**config.mk**
```make
export PLATFORM = sky130hd
export DESIGN_NAME = ws2811_bit_encoder
export DESIGN_NICKNAME = d
export VERILOG_FILES = /design/src/rtl/ws2811_bit_encoder.sv
export SDC_FILE = /design/constraint.sdc
export NUM_CORES = 1
export LEC_CHECK = 0
export CORE_MARGIN = 8
export CORE_UTILIZATION = 48
export DETAILED_ROUTE_END_ITERATION = 10
export PLACE_DENSITY = 0.77
export SETUP_SLACK_MARGIN = 0.1
export SYNTH_ARGS = -nofsm -noshare
export SYNTH_HDL_FRONTEND = slang
export SYNTH_SLANG_ARGS = --single-unit
```
**constraint.sdc**
```tcl
create_clock -name clk -period 2.9 [get_ports clk]
set_input_delay 0.87 -clock clk [delete_from_list [all_inputs] [get_ports clk]]
set_output_delay 0.87 -clock clk [all_outputs]
set_load 0.01 [all_outputs]
```
**src/rtl/ws2811_bit_encoder.sv**
```systemverilog
// ws2811_bit_encoder: pops GRB command words from the pixel FIFO and drives the
// WS2811 single-wire line with fixed-period bit cells, repeats and optional latch.
//
// state   | meaning
// IDLE    | line low, waiting for a non-empty FIFO
// REQ     | one-cycle FIFO read request
// WAIT    | read data expected; missing data returns to IDLE
// HIGH    | high part of the current bit cell
// LOW     | low remainder of the bit cell, then next bit / repeat / latch / idle
// LATCH   | reset-low period that latches the LED chain
module ws2811_bit_encoder #(
   parameter int unsigned T0H_CYCLES   = 25,
   parameter int unsigned T1H_CYCLES   = 60,
   parameter int unsigned BIT_CYCLES   = 125,
   parameter int unsigned RESET_CYCLES = 2800
) (
   input  logic        clk,
   input  logic        rst,
   input  logic [57:0] fifo_dout,
   input  logic        fifo_empty,
   input  logic        fifo_valid,
   output logic        fifo_rd_en,
   output logic        led_out,
   output logic        busy
);

   localparam int unsigned MAX_CYCLES = (BIT_CYCLES > RESET_CYCLES) ? BIT_CYCLES : RESET_CYCLES;
   localparam int unsigned CNT_W      = $clog2(MAX_CYCLES);

   // Counters hold "cycles remaining minus one", so terminal count is zero.
   localparam logic [CNT_W-1:0] T0H_LOAD = CNT_W'(T0H_CYCLES - 1);
   localparam logic [CNT_W-1:0] T1H_LOAD = CNT_W'(T1H_CYCLES - 1);
   localparam logic [CNT_W-1:0] T0L_LOAD = CNT_W'(BIT_CYCLES - T0H_CYCLES - 1);
   localparam logic [CNT_W-1:0] T1L_LOAD = CNT_W'(BIT_CYCLES - T1H_CYCLES - 1);
   localparam logic [CNT_W-1:0] RST_LOAD = CNT_W'(RESET_CYCLES - 1);

   typedef enum logic [2:0] {
      S_IDLE,
      S_REQ,
      S_WAIT,
      S_HIGH,
      S_LOW,
      S_LATCH
   } state_t;

   state_t           state_q,   state_d;
   logic [CNT_W-1:0] cnt_q,     cnt_d;
   logic [4:0]       bit_idx_q, bit_idx_d;
   logic [9:0]       rep_q,     rep_d;
   logic [23:0]      colour_q,  colour_d;
   logic             latch_q,   latch_d;
   logic             led_q,     led_d;
   logic             rd_en_q,   rd_en_d;
   logic             busy_q,    busy_d;

   logic [9:0]       word_rep;
   logic [4:0]       nxt_idx;
   logic             unused_reserved;

   assign word_rep        = fifo_dout[33:24];
   assign unused_reserved = ^fifo_dout[57:35];

   function automatic logic [CNT_W-1:0] high_load(input logic b);
      return b ? T1H_LOAD : T0H_LOAD;
   endfunction

   function automatic logic [CNT_W-1:0] low_load(input logic b);
      return b ? T1L_LOAD : T0L_LOAD;
   endfunction

   always_comb begin
      state_d   = state_q;
      cnt_d     = cnt_q;
      bit_idx_d = bit_idx_q;
      rep_d     = rep_q;
      colour_d  = colour_q;
      latch_d   = latch_q;
      nxt_idx   = bit_idx_q - 5'd1;

      case (state_q)
         S_IDLE: begin
            cnt_d = '0;
            if (!fifo_empty) begin
               state_d = S_REQ;
            end
         end

         S_REQ: begin
            state_d = S_WAIT;
         end

         S_WAIT: begin
            if (fifo_valid) begin
               colour_d  = fifo_dout[23:0];
               rep_d     = (word_rep == 10'd0) ? 10'd1 : word_rep;
               latch_d   = fifo_dout[34];
               bit_idx_d = 5'd23;
               cnt_d     = high_load(fifo_dout[23]);
               state_d   = S_HIGH;
            end else begin
               state_d = S_IDLE;
            end
         end

         S_HIGH: begin
            if (cnt_q == '0) begin
               cnt_d   = low_load(colour_q[bit_idx_q]);
               state_d = S_LOW;
            end else begin
               cnt_d = cnt_q - CNT_W'(1);
            end
         end

         S_LOW: begin
            if (cnt_q != '0) begin
               cnt_d = cnt_q - CNT_W'(1);
            end else if (bit_idx_q != 5'd0) begin
               bit_idx_d = nxt_idx;
               cnt_d     = high_load(colour_q[nxt_idx]);
               state_d   = S_HIGH;
            end else if (rep_q > 10'd1) begin
               rep_d     = rep_q - 10'd1;
               bit_idx_d = 5'd23;
               cnt_d     = high_load(colour_q[23]);
               state_d   = S_HIGH;
            end else if (latch_q) begin
               cnt_d   = RST_LOAD;
               state_d = S_LATCH;
            end else begin
               cnt_d   = '0;
               state_d = S_IDLE;
            end
         end

         S_LATCH: begin
            if (cnt_q == '0) begin
               state_d = S_IDLE;
            end else begin
               cnt_d = cnt_q - CNT_W'(1);
            end
         end

         default: begin
            cnt_d   = '0;
            state_d = S_IDLE;
         end
      endcase

      // Outputs are registered from the next state so they align with state_q.
      led_d   = (state_d == S_HIGH);
      rd_en_d = (state_d == S_REQ);
      busy_d  = (state_d != S_IDLE);
   end

   always_ff @(posedge clk) begin
      if (rst) begin
         state_q   <= S_IDLE;
         cnt_q     <= '0;
         bit_idx_q <= '0;
         rep_q     <= '0;
         colour_q  <= '0;
         latch_q   <= 1'b0;
         led_q     <= 1'b0;
         rd_en_q   <= 1'b0;
         busy_q    <= 1'b0;
      end else begin
         state_q   <= state_d;
         cnt_q     <= cnt_d;
         bit_idx_q <= bit_idx_d;
         rep_q     <= rep_d;
         colour_q  <= colour_d;
         latch_q   <= latch_d;
         led_q     <= led_d;
         rd_en_q   <= rd_en_d;
         busy_q    <= busy_d;
      end
   end

   assign fifo_rd_en = rd_en_q;
   assign led_out    = led_q;
   assign busy       = busy_q;

endmodule

```
==> results.sh, run 1 <==
export IMPL_status="completed"
export IMPL_drive_above_1_share_pct=14.2
export IMPL_wl_um=9020
export IMPL_root_buffer="clkbuf_8"
export IMPL_cts_sinks=58
export IMPL_antenna_found_initial=0
export IMPL_postCtsSetupBuffers=0
export IMPL_cts_buffer_depth=2
export IMPL_max_freq_mhz=378
export IMPL_dieHeight_um=102
export IMPL_drt_first_pass_iters=4
export IMPL_cp_arrival_ps=2870
export IMPL_grt_pass1_vias=3247
export IMPL_worst_path_max_delay_cell="or4_1"
export IMPL_leakage_nw=1.54
export IMPL_end_kind="flop"
export IMPL_power_total_mw=2.28
export IMPL_portBuffers=41
export IMPL_yosysMostFrequentCell="nand2_1"
export IMPL_yosys_warnings=0
export IMPL_cap_violations=0
export IMPL_avgSynthCellArea_um2=7.84
export IMPL_cts_resized=0
export IMPL_antenna_left=0
export IMPL_num_antenna_cells=0
export IMPL_synth_async_sr_flop_share_pct=0
export IMPL_synth_top_area_cell="dfxtp_1"
export IMPL_grt_usage_pct=17.6
export IMPL_drt_iter0_drc=172
export IMPL_ir_drop_v=0.000455
export IMPL_synth_area_um2=3570
export IMPL_cp_num_buf_inv=1
export IMPL_powerDensity_nw_per_um2=520
export IMPL_crit_type="reg -> reg"
export IMPL_start_util_pct=49.5
export IMPL_hold_viol=0
export IMPL_clk_pin_slew_ps=70
export IMPL_drc=0
export IMPL_ys_flop_type="dfxtp_1"
export IMPL_cts_buffers=9
export IMPL_setup_worst_path_start_class="flop"
export IMPL_cts_hold_buf=0
export IMPL_grt_first_pass_wirelength_um=14900
export IMPL_syn_num_nets=524
export IMPL_vias=3520
export IMPL_fin_crit_ps=2640
export IMPL_area_growth_pct=22.8
export IMPL_tns_ps=0
export IMPL_yosysSeqAreaShare_pct=32.5
export IMPL_relSlewSlack_pct=52.6
export IMPL_grt_overflow_total=0
export IMPL_cp_slowest_stage_delay_ps=530
export IMPL_tightest_slew_ps=702
export IMPL_path_max_fanout=7
export IMPL_htree_levels=3
export IMPL_num_fill_cells=658
export IMPL_ys_ff_latch=58
export IMPL_fp_dieW_um=102
export IMPL_tritoncts="built"
export IMPL_dieArea_um2=10500
export IMPL_ys_types=63
export IMPL_grt_max_degree=43
export IMPL_slew_violations=0
export IMPL_num_nets_final=564
export IMPL_cp_data_required_time_ps=3130
export IMPL_clock_skew_final_ps=9.56
export IMPL_worstSkewPairLatency_ps=340
export IMPL_path_cells="inv_1 -> ha_1 -> mux4_2 -> mux2_2 -> o22ai_1 -> a21oi_1 -> or4_1 -> o21a_1"
export IMPL_setup_violations=0
export IMPL_wl_per_cell_um=15.0
export IMPL_viasPerCell=5.87
export IMPL_rsz0062_at_grt="no"
export IMPL_dp_hpwl_um=6450
export IMPL_row_count=31
export IMPL_netlist_area_leader_share_pct=32.5
export IMPL_worstHoldPathType="reg -> reg"
export IMPL_ios=65
export IMPL_period_share_pct=91.1
export IMPL_synthCells=456
export IMPL_synth_edff_count=0
export IMPL_ys_top_cells_by_count="nand2_1, dfxtp_1, a21oi_1"
export IMPL_gp_congestion=0.891
export IMPL_ys_top_cells_by_area="dfxtp_1, nand2_1, a21oi_1"
export IMPL_crit_family="multiplexers"
export IMPL_core_area_um2=7210
layout by cell type (no fill, tap or decap), types with 8 or more instances in the layout:
| master | netlist | layout |
|---|---|---|
| nand2_1 | 75 | 75 |
| dfxtp_1 | 58 | 58 |
| a21oi_1 | 44 | 44 |
| clkdlybuf4s50_1 | 0 | 40 |
| nor2_1 | 37 | 37 |
| o21ai_0 | 27 | 27 |
| buf_4 | 1 | 20 |
| nor3_1 | 17 | 17 |
| inv_1 | 12 | 12 |
| clkbuf_8 | 0 | 11 |
| nand2b_1 | 9 | 9 |
| mux4_2 | 9 | 9 |
| a31oi_1 | 8 | 8 |
| nand3_1 | 8 | 8 |
| mux2i_1 | 8 | 8 |
final cells by class:
type | count | area (um2) | area share (%)
clock inverters | 5 | 100 | 2.28
clock buffers | 11 | 151 | 3.45
inverters | 12 | 45.0 | 1.03
multi-input cells | 353 | 2230 | 50.8
repair buffers | 62 | 576 | 13.1
well taps | 99 | 124 | 2.82
flip-flops and latches | 58 | 1160 | 26.5
final timing paths:
check,startpoint,to,slack [ps],cells after the start
setup / recovery,bit_idx_q[0]$_SDFFE_PP0P_,cnt_q[5]$_SDFFE_PP0P_,260,8
hold / removal,cnt_q[7]$_SDFFE_PP0P_,cnt_q[7]$_SDFFE_PP0P_,460,2
setup reg to reg,bit_idx_q[0]$_SDFFE_PP0P_,cnt_q[5]$_SDFFE_PP0P_,260,8
hold reg to reg,cnt_q[7]$_SDFFE_PP0P_,cnt_q[7]$_SDFFE_PP0P_,460,2
metal layers:
| layer | wire length (um) | share of wire, % | track usage (%) |
|---|---|---|---|
| met3 | 476 | 5.3 | 3.41 |
| met4 | 117 | 1.3 | 7.79 |
| met5 | 0 | 0 | 0 |
| met1 | 4090 | 45 | 21.7 |
| met2 | 4340 | 48 | 29.1 |
tightest hold or removal path, delay by kind of cell (launching register included):
family          cells  cell delay (ps)
compound gates      1               50
simple gates        1               50
flops               1              310
registers in the layout (all words and copies together), names as in the netlist:
| register | cells |
|---|---|
| fifo_rd_en | 1 |
| busy | 1 |
| latch_q | 1 |
| led_out | 1 |
| rep_q | 10 |
| state_q | 3 |
| colour_q | 24 |
| bit_idx_q | 5 |
| cnt_q | 12 |
power by group:
part / switching [mW] / internal (mW)
Combinational: 0.245 / 0.226
Sequential: 0.0336 / 0.828
Clock: 0.336 / 0.615
Total: 0.615 / 1.67
per-stage QoR:
| stage | hold WS [ps] | std cells | setup slack [ps] | utilization, % | cell area (um2) |
|---|---|---|---|---|---|
| floorplan | 426 | 456 | 156 | - | 3580 |
| global placement | 448 | 584 | 52.3 | 57.3 | 4130 |
| detailed placement | 447 | 584 | 31.6 | 57.3 | 4130 |
| CTS | 460 | 600 | 167 | 60.8 | 4380 |
| global route | 471 | 600 | 115 | 60.8 | 4390 |
| finish | 460 | 600 | 258 | 60.8 | 4390 |
cell families (layout without fill, tap and decap cells):
family	Yosys count	count (layout)	synth area share, %
AND/OR/NAND/NOR	191	191	26.5
AO/OA/AOI/OAI	130	130	23.4
flip-flops	58	58	32.5
buffers and inverters	45	90	5.25
multiplexers	19	19	8.54
XOR/XNOR	7	7	1.72
adder cells (fa/ha/maj)	6	6	2.10
Power figures use the tool's default switching activity.
==> inputs of run 2 (changes only) <==
- CORE_MARGIN: 8 -> not set
- PLACE_DENSITY: 0.77 -> 0.81
==> run 2 against run 1 <==
  * Worst setup slack better by 12 ps
  * Clock-buffer cell count stayed put
  * Register-to-register slack hardly changed
  * Largest cell class unchanged
  * Highest routed layer unchanged
==> results.sh, run 2 (same netlist as run 1, synthesis figures left out) <==
export IMPL_cp_slowest_stage_delay_ps=560
export IMPL_cap_violations=0
export IMPL_worstSkewPairLatency_ps=360
export IMPL_grt_usage_pct=24.3
export IMPL_worst_path_max_delay_cell="or3b_2"
export IMPL_worstHoldPathType="reg -> reg"
export IMPL_drc=0
export IMPL_portBuffers=41
export IMPL_cts_sinks=58
export IMPL_regMostFlops="colour_q"
export IMPL_path_max_fanout=6
export IMPL_area_growth_pct=20.2
export IMPL_drt_first_pass_iters=5
export IMPL_dieHeight_um=88.3
export IMPL_powerDensity_nw_per_um2=465
export IMPL_core_area_um2=7210
export IMPL_clk_pin_slew_ps=80
export IMPL_max_freq_mhz=380
export IMPL_start_util_pct=49.5
export IMPL_setup_violations=0
export IMPL_final_common_cell="nand2_1"
export IMPL_worstRegToRegCells=8
export IMPL_postCtsSetupBuffers=0
export IMPL_vias=3557
export IMPL_wl_um=8840
export IMPL_tightest_slew_ps=831
export IMPL_cts_buffers=9
export IMPL_crit_type="reg -> reg"
export IMPL_root_buffer="clkbuf_8"
export IMPL_cts_hold_buf=0
export IMPL_ir_drop_v=0.000333
export IMPL_grt_first_pass_wirelength_um=14800
export IMPL_final_seq_area_um2=1160
export IMPL_fp_dieW_um=88.3
export IMPL_ios=65
export IMPL_viasPerCell=5.93
export IMPL_drt_iter0_drc=338
export IMPL_power_total_mw=2.00
export IMPL_dpl_worst_slack_ps=20.2
export IMPL_htree_levels=3
export IMPL_cts_buffer_depth=2
export IMPL_tritoncts="built"
export IMPL_grt_pass1_vias=3285
export IMPL_antenna_found_initial=0
export IMPL_use_met1_pct=31.4
export IMPL_reg_top3="colour_q: 24 flops, cnt_q: 12 flops, rep_q: 10 flops"
export IMPL_fin_util_pct=59.5
export IMPL_drive_above_1_share_pct=14.0
export IMPL_met2_usage_pct=39.5
export IMPL_path_cells="inv_1 -> ha_1 -> or3b_2 -> or3_4 -> buf_4 -> nor3_1 -> o21ai_0 -> a31oi_1"
export IMPL_grt_overflow_total=0
export IMPL_layout_common_cells="nand2_1, dfxtp_1, a21oi_1"
export IMPL_num_nets_final=564
export IMPL_end_kind="flop"
export IMPL_wl_per_cell_um=14.7
export IMPL_dieArea_um2=7800
export IMPL_clock_skew_final_ps=15.3
export IMPL_cp_data_required_time_ps=3190
export IMPL_hold_viol=0
export IMPL_num_fill_cells=658
export IMPL_period_share_pct=90.7
export IMPL_dp_hpwl_um=6230
export IMPL_leakage_nw=1.49
export IMPL_cp_arrival_ps=2920
export IMPL_gr_usage_met3_pct=4.29
export IMPL_holdPathStages=2
export IMPL_row_count=31
export IMPL_status="completed"
export IMPL_cts_resized=0
export IMPL_grt_max_degree=37
export IMPL_antenna_left=0
export IMPL_fin_crit_ps=2630
export IMPL_slew_violations=0
export IMPL_gp_congestion=0.917
export IMPL_largest_register_ffs=24
export IMPL_tns_ps=0
export IMPL_grt_busiest_layer="met2"
export IMPL_worst_slack_ps=269
export IMPL_num_antenna_cells=0
export IMPL_multiInputGateArea_um2=2230
export IMPL_relSlewSlack_pct=43.8
export IMPL_setup_worst_path_start_class="flop"
export IMPL_rsz0062_at_grt="no"
-- run 2: critical path, delay by kind of cell (launching register included) --
family	cells	cell delay, ps
compound gates	2	340
fa+ha+maj	1	200
simple gates	3	1440
buf+inv	2	270
flops	1	330
-- run 2: final cells by class --
type,instances,area share [%]
Sequential cell,58,27.0
Clock buffer,11,3.29
Multi-Input combinational cell,353,51.9
Tap cell,99,2.88
Timing Repair Buffer,62,13.1
Clock inverter,5,0.699
Inverter,12,1.05
-- run 2: stage by stage --
stage	instance area, um2	cells	hold slack [ps]
finish	4300	600	454
global route	4300	600	501
CTS	4290	600	457
detailed placement	4120	584	446
global placement	4120	584	441
floorplan	3580	456	426
-- run 2: power breakdown --
| part | switching, mW | internal, mW |
|---|---|---|
| clock | 0.349 | 0.328 |
| combinational | 0.240 | 0.215 |
| sequential | 0.0369 | 0.828 |
| total | 0.626 | 1.37 |
-- run 2: worst paths after layout --
path,from,to,slack (ps)
setup / recovery,cnt_q[0]$_SDFFE_PP0P_,cnt_q[2]$_SDFFE_PP0P_,270
hold / removal,cnt_q[7]$_SDFFE_PP0P_,cnt_q[7]$_SDFFE_PP0P_,450
setup reg to reg,cnt_q[0]$_SDFFE_PP0P_,cnt_q[2]$_SDFFE_PP0P_,270
hold reg to reg,cnt_q[7]$_SDFFE_PP0P_,cnt_q[7]$_SDFFE_PP0P_,450
-- run 2: per-layer routing --
metal,vias to the layer above,routed length (um)
li1,1740,-
met1,1673,3970
met2,123,4230
met3,21,436
met4,0,210
met5,-,0
==> edit, RTL diff (settings of run 1) <==
The output `led_out` loses its register stage (`led_q` becomes a continuous assignment).
--- a/src/rtl/ws2811_bit_encoder.sv
+++ b/src/rtl/ws2811_bit_encoder.sv
@@ -160,7 +160,6 @@
          rep_q     <= '0;
          colour_q  <= '0;
          latch_q   <= 1'b0;
-         led_q     <= 1'b0;
          rd_en_q   <= 1'b0;
          busy_q    <= 1'b0;
       end else begin
@@ -170,11 +169,12 @@
          rep_q     <= rep_d;
          colour_q  <= colour_d;
          latch_q   <= latch_d;
-         led_q     <= led_d;
          rd_en_q   <= rd_en_d;
          busy_q    <= busy_d;
       end
    end
+
+   assign led_q = led_d;
 
    assign fifo_rd_en = rd_en_q;
    assign led_out    = led_q;
Check against the original RTL: not equivalent (Yosys sat finds a counterexample within 4 cycles, from zero or initial values and one cycle with rst high).
==> edit against run 1 <==
  * The run now ends with setup timing left
  * Final cell count grew 7.0%
  * Wire length grew 6.9%
  * Sequential cell count is 1 lower
  * Clock skew fell by 0.0029 ns
  * Total power down 4.0%
  * Final area grew 7.2%
  * First-iteration DRC count increased by 15%
  * Sequential power shrank 3.0%
  * Area after synthesis increased by 0.39%
  * Worst setup slack lost 0.66 ns
  * Critical path type is now reg -> out
  * Largest cell class unchanged
==> edit: results (changes against run 1) <==
Timing
The pin slew with the least headroom to its limit was 0.599 ns (was 0.702 ns). The final number of setup-violating endpoints is 1 (was 0). The post-route setup TNS is -0.400 ns (was 0 ns). The setup slack of the critical path after layout is -0.400 ns (was 0.258 ns). The final setup skew is 0.00667 ns (was 0.00956 ns).

Detailed routing
The routed via count divided by cell count is 5.74 (was 5.87). The detailed-routed wire length on met2 is 4650 um (was 4340 um). The first-pass iteration count of the detailed router came to 5 (was 4). The met1 routed wirelength after detailed routing came to 4300 um (was 4090 um).

Global routing
The global-route met3 utilization is 0.0518 (was 0.0341). The global-route wire length before repair is 16600 um (was 14900 um). The routing usage on met2 is 0.328 (was 0.291).

Synth
The number of register bits inferred by synthesis is 57 (was 58). Top cell types by occurrence after synthesis: sky130_fd_sc_hd__nand2_1 (82), sky130_fd_sc_hd__dfxtp_1 (57), sky130_fd_sc_hd__a21oi_1 (49) (was sky130_fd_sc_hd__nand2_1 (75), sky130_fd_sc_hd__dfxtp_1 (58), sky130_fd_sc_hd__a21oi_1 (44)). Cells taking the most area after synthesis: sky130_fd_sc_hd__dfxtp_1 (32%), sky130_fd_sc_hd__nand2_1 (8.6%), sky130_fd_sc_hd__a21oi_1 (6.8%) (was sky130_fd_sc_hd__dfxtp_1 (32%), sky130_fd_sc_hd__nand2_1 (7.9%), sky130_fd_sc_hd__a21oi_1 (6.2%)).

Floorplanning
The core box area was 7250 sq um (was 7210 sq um).

Worst setup path
The maximum fanout count along the critical path came to 2 (was 7). The launching instance or port of the critical path is cnt_q[9]$_SDFFE_PP0P_ (was bit_idx_q[0]$_SDFFE_PP0P_). The arrival time at the worst endpoint was 2.43 ns (was 2.87 ns).

The termination of the worst setup path is led_out (was cnt_q[5]$_SDFFE_PP0P_).

Layout
The number of buffers outside the clock class in the layout came to 103 (was 62). The count of fill cells added during filler insertion is 627 (was 658). The multi-input gate share of total cell area came to 0.490 (was 0.508). The share of final layout cell area taken by clock buffers and inverters is 0.0468 (was 0.0573).

The sequential share of cell area was 0.243 (was 0.265). The final standard cell area without fillers is 4700 sq um (was 4390 sq um). The proportion of final cell area spent on non-clock buffers is 0.184 (was 0.131).

Run status
Run status: finished with violations (was finished, final reports clean). The final reports fail on setup timing.

Pwr
The leakage power came to 1.76 nW (was 1.54 nW). The flip-flop and latch power is 0.835 mW (was 0.861 mW).

Placement
The routability congestion estimate was 0.909 (was 0.891). The number of cells in the design after placement is 623 (was 584). The placed wire-length estimate came to 7040 um (was 6450 um).

Clock network
The total setup buffers inserted after CTS came to 1 (was 0).
-- edit: changes by cell type in the layout (fill, tap and decap cells not counted), sizes merged, moves of 4 or more --
| cell | change |
|---|---|
| nand2 | +7 |
| nor3b | +4 |
| o31ai | -4 |
| or2 | -4 |
| buf | +42 |
| nand2b | -4 |
| a21oi | +4 |
| a22oi | -5 |
| o21ai | -7 |
-- edit: kinds of logic after synthesis --
group,count (synthesis),synth area share
xor+xnor,6,0.0167
compound gates,125,0.237
mux,17,0.0791
flops,57,0.318
buf+inv,40,0.0485
fa+ha+maj,6,0.0209
simple gates,201,0.280
-- edit: worst max-delay path, cell delays in order (launching register included) --
cell	delay, ns
sky130_fd_sc_hd__dfxtp_1	0.31
sky130_fd_sc_hd__or4_4	0.53
sky130_fd_sc_hd__or4_4	0.54
sky130_fd_sc_hd__a211o_1	0.25
sky130_fd_sc_hd__a21oi_2	0.14
sky130_fd_sc_hd__nor2_2	0.06
sky130_fd_sc_hd__nor3_2	0.11
sky130_fd_sc_hd__buf_2	0.15
